## config.mk

```make
export PLATFORM = sky130hd
export DESIGN_NAME = ram_wb_arbiter
export DESIGN_NICKNAME = d
export VERILOG_FILES = /design/src/rtl/ram_wb_arbiter.sv
export SDC_FILE = /design/constraint.sdc
export NUM_CORES = 1
export LEC_CHECK = 0
export BUFFER_PORTS_ARGS = -buffer_cell sky130_fd_sc_hd__buf_2
export CORE_AREA = 3 3 119 121
export DETAILED_ROUTE_END_ITERATION = 8
export DIE_AREA = 0 0 122 124
export GPL_TIMING_DRIVEN = 0
export PLACE_DENSITY = 0.68
export SETUP_SLACK_MARGIN = 0.2
export SYNTH_ARGS = -nofsm -noshare
export SYNTH_HDL_FRONTEND = slang
export SYNTH_SLANG_ARGS = --single-unit
```

## constraint.sdc

```tcl
create_clock -name clock -period 2.2 [get_ports clock]
set_clock_uncertainty 0.15 [all_clocks]
set_input_delay 0.11 -clock clock [delete_from_list [all_inputs] [get_ports clock]]
set_output_delay 0.11 -clock clock [all_outputs]
set_load 0.01 [all_outputs]
```

## src/rtl/ram_wb_arbiter.sv

```systemverilog
// Two-master round-robin Wishbone arbiter in front of the RAM's single-beat
// backdoor port; holds the grant until the RAM acks, errors on timeout.
module ram_wb_arbiter #(
    parameter int TIMEOUT = 16,
    parameter int CNT_W   = 8
) (
    input  logic        clock,
    input  logic        reset_n,

    input  logic        m0_cyc_i,
    input  logic        m0_stb_i,
    input  logic        m0_we_i,
    input  logic [31:0] m0_addr_i,
    input  logic [31:0] m0_data_i,
    output logic [31:0] m0_data_o,
    output logic        m0_ack_o,
    output logic        m0_err_o,

    input  logic        m1_cyc_i,
    input  logic        m1_stb_i,
    input  logic        m1_we_i,
    input  logic [31:0] m1_addr_i,
    input  logic [31:0] m1_data_i,
    output logic [31:0] m1_data_o,
    output logic        m1_ack_o,
    output logic        m1_err_o,

    output logic        s_cyc_o,
    output logic        s_stb_o,
    output logic        s_we_o,
    output logic [31:0] s_addr_o,
    output logic [31:0] s_data_o,
    input  logic [31:0] s_data_i,
    input  logic        s_ack_i,

    output logic [1:0]  grant_o,
    output logic        busy_o,
    output logic [1:0]  state_o
);

    // Handshake: a master requests while cyc&stb are high and must hold its
    // request stable until it sees a one-clock ack or err; dropping cyc
    // earlier aborts the cycle. The slave side is a classic single beat:
    // cyc/stb stay high until the RAM answers with a one-clock s_ack_i.

    typedef enum logic [1:0] {
        IDLE   = 2'd0,
        ACTIVE = 2'd1,
        RESP   = 2'd2
    } state_t;

    localparam logic [CNT_W-1:0] CNT_LAST = CNT_W'(TIMEOUT - 1);
    localparam logic [CNT_W-1:0] CNT_MAX  = '1;

    state_t           state;
    logic             last;
    logic             owner;
    logic [CNT_W-1:0] cnt;

    logic m0_req;
    logic m1_req;
    logic pick;
    logic owner_cyc;
    logic timeout_hit;

    assign m0_req      = m0_cyc_i & m0_stb_i;
    assign m1_req      = m1_cyc_i & m1_stb_i;
    // On contention the master that was not served last wins.
    assign pick        = (m0_req & m1_req) ? ~last : m1_req;
    assign owner_cyc   = owner ? m1_cyc_i : m0_cyc_i;
    assign timeout_hit = (cnt == CNT_LAST);

    assign busy_o  = (state != IDLE);
    assign state_o = state;

    // Slave side is combinational so an abort drops cyc/stb in the same clock.
    always_comb begin
        s_cyc_o  = 1'b0;
        s_stb_o  = 1'b0;
        s_we_o   = 1'b0;
        s_addr_o = '0;
        s_data_o = '0;
        if (state == ACTIVE) begin
            s_cyc_o  = owner_cyc;
            s_stb_o  = owner_cyc;
            s_we_o   = owner ? m1_we_i   : m0_we_i;
            s_addr_o = owner ? m1_addr_i : m0_addr_i;
            s_data_o = owner ? m1_data_i : m0_data_i;
        end
    end

    always_ff @(posedge clock or negedge reset_n) begin
        if (!reset_n) begin
            state     <= IDLE;
            last      <= 1'b1;
            owner     <= 1'b0;
            cnt       <= '0;
            grant_o   <= 2'b00;
            m0_data_o <= '0;
            m1_data_o <= '0;
            m0_ack_o  <= 1'b0;
            m1_ack_o  <= 1'b0;
            m0_err_o  <= 1'b0;
            m1_err_o  <= 1'b0;
        end else begin
            m0_ack_o <= 1'b0;
            m1_ack_o <= 1'b0;
            m0_err_o <= 1'b0;
            m1_err_o <= 1'b0;
            case (state)
                IDLE: begin
                    if (m0_req || m1_req) begin
                        owner   <= pick;
                        grant_o <= pick ? 2'b10 : 2'b01;
                        cnt     <= '0;
                        state   <= ACTIVE;
                    end
                end
                ACTIVE: begin
                    if (!owner_cyc) begin
                        state   <= IDLE;
                        grant_o <= 2'b00;
                        last    <= owner;
                    end else if (s_ack_i) begin
                        // RAM returns pre-write data, so writes capture it too.
                        if (owner) begin
                            m1_data_o <= s_data_i;
                            m1_ack_o  <= 1'b1;
                        end else begin
                            m0_data_o <= s_data_i;
                            m0_ack_o  <= 1'b1;
                        end
                        state <= RESP;
                    end else if (timeout_hit) begin
                        if (owner) begin
                            m1_err_o <= 1'b1;
                        end else begin
                            m0_err_o <= 1'b1;
                        end
                        state <= RESP;
                    end else if (cnt != CNT_MAX) begin
                        cnt <= cnt + CNT_W'(1);
                    end
                end
                RESP: begin
                    state   <= IDLE;
                    grant_o <= 2'b00;
                    last    <= owner;
                end
                default: begin
                    state   <= IDLE;
                    grant_o <= 2'b00;
                end
            endcase
        end
    end

endmodule

```

* Word level (Yosys, flattened, before mapping)
Cells that the tools add are included.
Widths: inputs -> output; s select.
** Operators by class
- Add/subtract/negate cells :: 1
- Equal/unequal tests :: 11
- Mux-type cells :: 42
- Bitwise gates (word level) :: 5
- Reduce and logical (&&, ||, !) cells :: 12
** Operator list (count)
- $mux 32 :: 4
- $mux 8 :: 5
- $mux 1 :: 22
- $pmux 8 s2 :: 1
- $mux 2 :: 7
- $ne 2x2->1 const B :: 5
- $add 8x1->8 const B :: 1
- $eq 8x4->1 const B :: 1
- $ne 8x8->1 const B :: 1
- $pmux 2 s2 :: 2
- $reduce_and 2->1 :: 4
- $reduce_and 4->1 :: 2
- $reduce_and 6->1 :: 1
- $reduce_bool 2->1 :: 3
- $ne 4x4->1 const B :: 1
- $and 1x1->1 :: 3
- $eq 2x1->1 const B :: 1
- $eq 2x2->1 const B :: 1
- $logic_not 2->1 :: 1
- $ne 2x1->1 const B :: 1
- $not 1->1 :: 2
- $pmux 1 s2 :: 1
- $logic_or 1x1->1 :: 1
** Storage, ports and cells
- Register bits :: 82
- Input bits :: 169
- Output and inout port bits :: 140
- Logic and storage cells :: 82

* Depth between registers and ports, before layout
Gate-level depths: netlist (run 1).
- Word-level depth :: 6
- Gate-level depth with buffers :: 6
- Gate-level depth less buffers :: 5

* Worst setup path after synthesis (run 1)
Ideal clock, no wire load.
- Kind :: register to register
- From :: register cnt[0]
- To :: register cnt[2]
- Setup time :: 0.126 ns
- Data arrival time :: 1.823 ns
- Required time :: 1.924 ns
- Slack :: 0.101 ns
- Stages on the path, launching flop included :: 7
- Buffers on the path :: 1
- Clock period less this slack :: 2.099 ns
- Cell sequence :: dfrtp_1 ha_1 and3_1 and4_1 or3_1 buf_6 a221o_1
** Between the ends
- Longest elaborated chain between the ends :: 6
- Elaborated cells on any way between the ends :: 11
- Those cells by class :: 1 x add/sub; 4 x eq/ne; 5 x mux; 1 x reduce/logical
** Ends and longest elaborated chain
- from (decl) :: line 58 : logic [CNT_W-1:0] cnt;
- from (signal assigned) :: line 142 : cnt <= cnt + CNT_W'(1);
- $add 8x1->8 :: line 142
- $mux 8 :: line 141 : end else if (cnt != CNT_MAX) begin
- $mux 8 :: line 134 : end else if (timeout_hit) begin
- $mux 8 :: line 124 : end else if (s_ack_i) begin
- $mux 8 :: line 120 : if (!owner_cyc) begin
- $pmux 8 s2 :: line 110 : case (state)
Several ways; a longest one is shown, not always the timed one. The select of a mux whose other input is x is not followed.
A chain may end at the register's enable or synchronous reset.

* Worst setup path after layout (run 1)
Ends and elaborated chain as after synthesis.

==> key figures, run 1 <==
Placed design
  • Port bufs: 308
  • DPL Wire Length: 12900 um
  • Post-Place Cells: 862
  • Global placement routability congestion: 0.874

Logic synthesis
  • Post-synthesis cell count: 377
  • Yosys reg bits: 82
  • Yosys cell types: 44
  • Synthesized Nets: 547
  • Syn_area_per_cell: 11.3 sq um
  • Syn. warnings: 0
  • Ys async rst share: 100%
  • Synthesized cell area: 4280 sq um
  • Ys flop type: dfrtp_1
  • Seq/Total Area, Yosys: 48.0%
  • EDFF count, synth: 0

Floorplan
  • Die width: 122 um
  • FP Rows: 42
  • Die area: 15100 sq um
  • Num ports: 309
  • Die H: 124 um
  • Core Box Area: 13200 sq um
  • Initial Utilization: 32.4%

STA
  • Post-route setup TNS: 0 ps
  • Worst Hold Slack: 36.3 ps
  • Final number of setup-violating endpoints: 0
  • Final period util: 92.3%
  • Slew margin rel.: 79.2%
  • Final Hold Viols: 0
  • Max-slew violation count: 0
  • Least-Margin Pin Slew: 309 ps
  • RSZ-0062 raised after global routing: yes
  • Period minus WS final: 2030 ps
  • Fmax: 493 MHz

Route
  • Via count: 4439
  • Vias per std cell: 4.74
  • WL/cell: 17.8 um
  • Metal2 WL: 8530 um
  • DR WL met3: 1370 um
  • DR iter-0 viols: 179
  • Routed wire length: 16700 um
  • Metal-1 WL: 6490 um
  • Max layer used: met4
  • Antenna Violating Nets Remaining: 0
  • Drt drc: 0
  • DRT Pass-1 Iters: 4

Setup path
  • CP Class: reg2reg
  • Worst setup SP type: flip-flop
  • Critical R2R Launch: cnt[0]$_DFFE_PN0P_
  • Worst setup EP type: flip-flop
  • Cells on worst reg2reg path: 6
  • R2r setup slk: 170 ps
  • Crit path launch: cnt[0]$_DFFE_PN0P_
  • Crit path DAT: 2090 ps
  • CP Max Fanout: 8
  • RR Endpoint: cnt[2]$_DFFE_PN0P_
  • Crit path required time: 2260 ps
  • Crit path capture: cnt[2]$_DFFE_PN0P_

Global routing
  • Grt total ovfl: 0
  • Vias in the first global route: 4571
  • All-Layer GR Usage: 20.3%
  • First-pass GRT wire length: 23800 um
  • Initial antenna violation count: 1
  • Pin count of the biggest net entering global routing: 65

Min path
  • Hold/Removal Path Class: in2reg

Clocking
  • Root buf cell: clkbuf_16
  • CTS tree: done
  • Clk buf depth: 2
  • H-tree depth: 3
  • Clk_lat worst skew: 320 ps
  • CTS Buf Count: 9
  • Clock transition at path regs: 60 ps
  • Sink Count: 82

Layout
  • Fin nets: 924
  • Sequential Area: 2060 sq um
  • Final std cells w/o fill: 936
  • Filler cell count: 1126
  • Share of layout cells above drive strength 1: 60.1%
  • Utilization after layout: 53.9%
  • Area Overhead vs Synth: 66.0%
  • Multi-input logic area: 2180 sq um

Pwr
  • Leakage power: 3.77 nW
  • Power per cell area: 1070 nW/um^2
  • Total power: 7.61 mW
  • Peak supply drop: 464 uV

Status
  • Status: completed

Run
  • Max-cap viol count: 0
## sequential cells by signal, indices dropped and copies added (netlist names), 2 cells and up
name	count
state_o	2
m1_data_o	32
m0_data_o	32
cnt	8
grant_o	2
## layout make-up
class,instances,area share (%)
Clock inverter,4,0.722
Inverter,2,0.106
Buffer,24,2.98
Timing Repair Buffer,366,29.9
Tap cell,176,3.10
Multi-Input combinational cell,269,30.7
Sequential cell,82,28.9
Antenna cell,1,0.0352
Clock buffer,12,3.47
## where the power goes
| part | total, mW | internal (mW) | switching [mW] |
|---|---|---|---|
| Clock | 1.48 | 0.911 | 0.569 |
| Combinational | 3.62 | 1.77 | 1.85 |
| Sequential | 2.51 | 2.15 | 0.358 |
| Total | 7.61 | 4.84 | 2.78 |
## critical path: stages, from the launching register on
cell and delay (ps):
dfrtp_1 390, ha_2 210, and3_4 190, and4_4 170
or3_1 360, buf_6 150, a221o_1 300
## per-stage QoR
step | setup slack, ps | instance area, sq um
after floorplan | 168 | 4290
after global placement | 56.9 | 6050
after detailed placement | -40.3 | 6080
after CTS | 157 | 6920
after global routing | 123 | 7100
final | 170 | 7100
## cell families after synthesis
| group | Yosys count | share of synthesized area (%) |
|---|---|---|
| simple gates | 109 | 11.1 |
| flops | 82 | 48.0 |
| mux | 133 | 33.1 |
| buf+inv | 26 | 2.84 |
| fa+ha+maj | 1 | 0.292 |
| compound gates | 26 | 4.62 |
## synth_stat cells (2+ instances only)
library cell | n | area (sq um)
mux2_2 | 64 | 721
inv_1 | 2 | 7.51
buf_2 | 10 | 50.1
nor3_1 | 2 | 10.0
o21ai_0 | 3 | 15.0
mux2i_1 | 67 | 671
nand3_1 | 3 | 15.0
and3_1 | 4 | 25.0
o211ai_1 | 3 | 22.5
clkbuf_1 | 8 | 30.0
nor2_2 | 3 | 18.8
nand2_1 | 16 | 60.1
nor2_1 | 70 | 263
dfrtp_1 | 81 | 2030
o21ai_1 | 2 | 10.0
a21oi_1 | 2 | 10.0
o41ai_1 | 3 | 26.3
nand2b_1 | 2 | 12.5
nor4_1 | 2 | 12.5
a31oi_1 | 2 | 12.5
o22a_1 | 2 | 17.5
buf_1 | 4 | 15.0
## layout by cell type, fill, tap and decap left out, types with 3 or more instances in the layout
cell type      Yosys  routed
clkbuf_4           0       6
dfrtp_1           81      79
nor2_4             0       4
mux2i_1           67      63
clkbuf_16          0      10
buf_4              1      24
o211ai_1           3       3
o41ai_1            3       3
buf_2             10     309
o21ai_0            3       3
nand2_1           16      16
mux2_2            64      64
dlygate4sd3_1      0      37
mux2i_2            0       3
nor2_1            70      67
buf_6              1       6
and3_1             4       3
## metal layers
metal  global-route usage (%)  vias to the layer above
li1                         -                     2083
met1                     23.9                     2127
met2                     36.3                      211
met5                        0                        -
met3                     5.36                       18
met4                     6.37                        0
## what timing repair did
item | in CTS | in global routing
hold buffers | 37 | 0
setup endpoints to repair | 124 | 87
gates cloned | 0 | 1
pin swaps | 6 | 5
resized for setup | 41 | 18
hold endpoints to repair | 151 | 0
buffers inserted | 9 | 10
## worst min-delay path by stage
stage / from / to / depth (start not counted)
after floorplan: reset_n / cnt[0]$_DFFE_PN0P_ / 0
after global placement: s_data_i[18] / m0_data_o[18]$_DFFE_PN0P_ / 2
after detailed placement: reset_n / m1_data_o[27]$_DFFE_PN0P_ / 1
after CTS: m1_cyc_i / m1_err_o$_DFF_PN0_ / 3
after global routing: m1_cyc_i / m1_err_o$_DFF_PN0_ / 3
final: m1_cyc_i / m1_err_o$_DFF_PN0_ / 3
Power figures use the tool's default switching activity.
==> inputs of run 2 (changes only) <==
==> constraint.sdc (replaced) <==
create_clock -name clock -period 2.2 [get_ports clock]
set_clock_uncertainty 0.15 [all_clocks]
set_input_delay 0.33 -clock clock [delete_from_list [all_inputs] [get_ports clock]]
set_output_delay 0.33 -clock clock [all_outputs]
set_load 0.01 [all_outputs]
==> run 2 against run 1 <==
  * Core utilization is 0.80 points lower
  * Critical endpoint is now s_data_o[20]
  * Sequential power hardly changed
  * Sequential share of layout area is 0.43 points higher
  * Final cell count is 3.6% lower
  * Die area stayed put
  * Non-clock buffer count is 33 lower
  * Setup slack worse by 28 ps
  * Combinational power is 6.9% higher
  * Critical path depth stayed put
  * Sequential cell count stayed put
  * Fmax is 1.4% lower
==> key figures, run 2 (same netlist as run 1, synthesis figures left out) <==
STA
  • Fmax: 486 MHz
  • Worst Hold Slack: 94.0 ps
  • Slew margin rel.: 70.7%
  • Least-Margin Pin Slew: 433 ps
  • Final Hold Viols: 0
  • Period minus WS final: 2060 ps
  • RSZ-0062 raised after global routing: yes
  • Max-slew violation count: 0
  • Final period util: 93.6%
  • Final number of setup-violating endpoints: 0

Pwr
  • Part of the power in combinational logic: 49.5%
  • Power per cell area: 1120 nW/um^2
  • Leakage power: 3.67 nW
  • Clk network pwr share: 18.9%
  • Switching Fraction: 35.6%
  • Switching Power: 2.78 mW
  • Total power: 7.83 mW
  • Flop pwr share: 31.6%
  • Peak supply drop: 443 uV
  • Int Pwr: 5.04 mW

Route
  • Vias per std cell: 4.79
  • WL/cell: 17.4 um
  • Antenna Violating Nets Remaining: 0
  • DRT Pass-1 Iters: 4
  • Drt drc: 0
  • Routed wire length: 15700 um
  • Via count: 4320
  • DR iter-0 viols: 181

Global routing
  • First-pass GRT wire length: 22300 um
  • Grt total ovfl: 0
  • Vias in the first global route: 4297
  • Initial antenna violation count: 0
  • Pin count of the biggest net entering global routing: 65
  • All-Layer GR Usage: 19.2%

Layout
  • Most frequent cells in the layout: buf_2 (300), dfrtp_1 (79), mux2_2 (64)
  • Area Overhead vs Synth: 63.6%
  • Commonest non-fill, non-tap cell in the layout: buf_2
  • N_diodes: 0
  • Filler cell count: 1161
  • Regs by FF count: m0_data_o: 32 flops, m1_data_o: 32 flops, cnt: 8 flops
  • Share of layout cells above drive strength 1: 66.8%
  • Final std cells w/o fill: 902
  • Fin nets: 891

Setup path
  • Crit path max-delay family: buffers and inverters
  • Worst Path Buf+Inv: 4
  • Crit path required time: 1720 ps
  • RR Endpoint: cnt[2]$_DFFE_PN0P_
  • R2r setup slk: 140 ps
  • Worst setup SP type: flip-flop
  • Largest stage delay, worst path: 390 ps
  • Crit path cell chain: buf_6 > buf_12 > buf_12 > mux2i_4 > nor2_4 > buf_6
  • CP Max Fanout: 7
  • Crit path DAT: 1580 ps
  • CP Class: reg2out
  • Cells on worst reg2reg path: 6
  • Worst path slowest cell: dfrtp_1
  • Critical R2R Launch: cnt[1]$_DFFE_PN0P_
  • Worst setup EP type: output pin

Min path
  • Hold/Removal Path Class: in2reg
  • WHS Endpoint: m1_err_o$_DFF_PN0_
  • Hold Startpoint: s_ack_i
  • Hold Crit Depth: 2

Floorplan
  • Initial Utilization: 32.4%
  • Die width: 122 um
  • Core Box Area: 13200 sq um
  • FP Rows: 42
  • Die area: 15100 sq um
  • Num ports: 309
  • Die H: 124 um

Clocking
  • Clk_lat worst skew: 330 ps
  • Root buf cell: clkbuf_16
  • H-tree depth: 3
  • CTS tree: done
  • CTS Buf Count: 9
  • Sink Count: 82
  • Clock transition at path regs: 60 ps
  • Clk buf depth: 2

Status
  • Status: completed

Placed design
  • Port bufs: 308
  • Post-Place Cells: 862
  • Global placement routability congestion: 0.874
  • DPL Wire Length: 12900 um

Run
  • Max-cap viol count: 0
run 2: cell types whose count changed in the layout (fill, tap and decap cells not counted), sizes merged:
cell / previous run / this run
clkbuf: 22 / 14
diode: 1 / 0
buf: 343 / 354
dlygate4sd3: 37 / 1
run 2: worst max path at each step:
stage | start | to | slack [ps] | cells after the start
2_1_floorplan | cnt[0]$_DFFE_PN0P_ | cnt[2]$_DFFE_PN0P_ | 170 | 6
3_3_place_gp | state_o[1]$_DFFE_PN0P_ | s_addr_o[19] | -140 | 5
3_5_place_dp | state_o[1]$_DFFE_PN0P_ | s_addr_o[19] | -230 | 5
4_1_cts | state_o[0]$_DFFE_PN0P_ | m1_data_o[21]$_DFFE_PN0P_ | 120 | 5
5_1_grt | owner$_DFFE_PN0P_ | s_data_o[20] | 100 | 6
6_report | owner$_DFFE_PN0P_ | s_data_o[20] | 140 | 6
run 2: area by class of cell:
cell class	count	area [sq um]	area share, %
Buffer	24	293	4.18
Clock buffer	12	246	3.52
Clock inverter	4	51.3	0.733
Inverter	2	7.51	0.107
Multi-Input combinational cell	269	2320	33.1
Sequential cell	82	2060	29.4
Tap cell	176	220	3.15
Timing Repair Buffer	333	1800	25.8
run 2: per-stage QoR:
step | TNS [ps] | utilization (%) | instance area (sq um) | setup WS, ps
floorplan | 0 | - | 4290 | 168
global placement | -2560 | 45.9 | 6050 | -145
detailed placement | -6300 | 46.1 | 6080 | -231
CTS | 0 | 51.1 | 6740 | 124
global route | 0 | 53.1 | 7000 | 96.1
finish | 0 | 53.1 | 7000 | 141
run 2: timing repair:
item,in CTS,in global routing
setup endpoints to repair,129,129
cloned,1,1
pin swaps,6,7
resized for setup,79,46
hold buffers,1,0
endpoints found under the hold margin,18,0
buffers inserted,13,8
run 2: power by group through the flow:
stage	Clock (mW)	Sequential [mW]	Combinational (mW)
after CTS	1.51	2.48	3.68
final	1.48	2.48	3.87
after global placement	0	2.46	3.25
after global routing	1.58	2.57	4.17
after detailed placement	0	2.51	3.34
after floorplan	0	2.78	1.58
run 2: worst register-to-register path: cells and delay by family (launching register included):
family                     cells  cell delay, ps
adders and majority gates      1             210
DFF                            1             390
AOI/OAI and AO/OA              1             300
buffers and inverters          1             150
and+or+nand+nor                3             750
run 2: layer usage:
layer,vias to the layer above,share of wire [%],track usage [%]
met5,-,0,0
met4,0,2.1,5.67
met3,19,8.6,5.40
met2,216,49,32.9
met1,2062,40,23.5
li1,2023,-,-
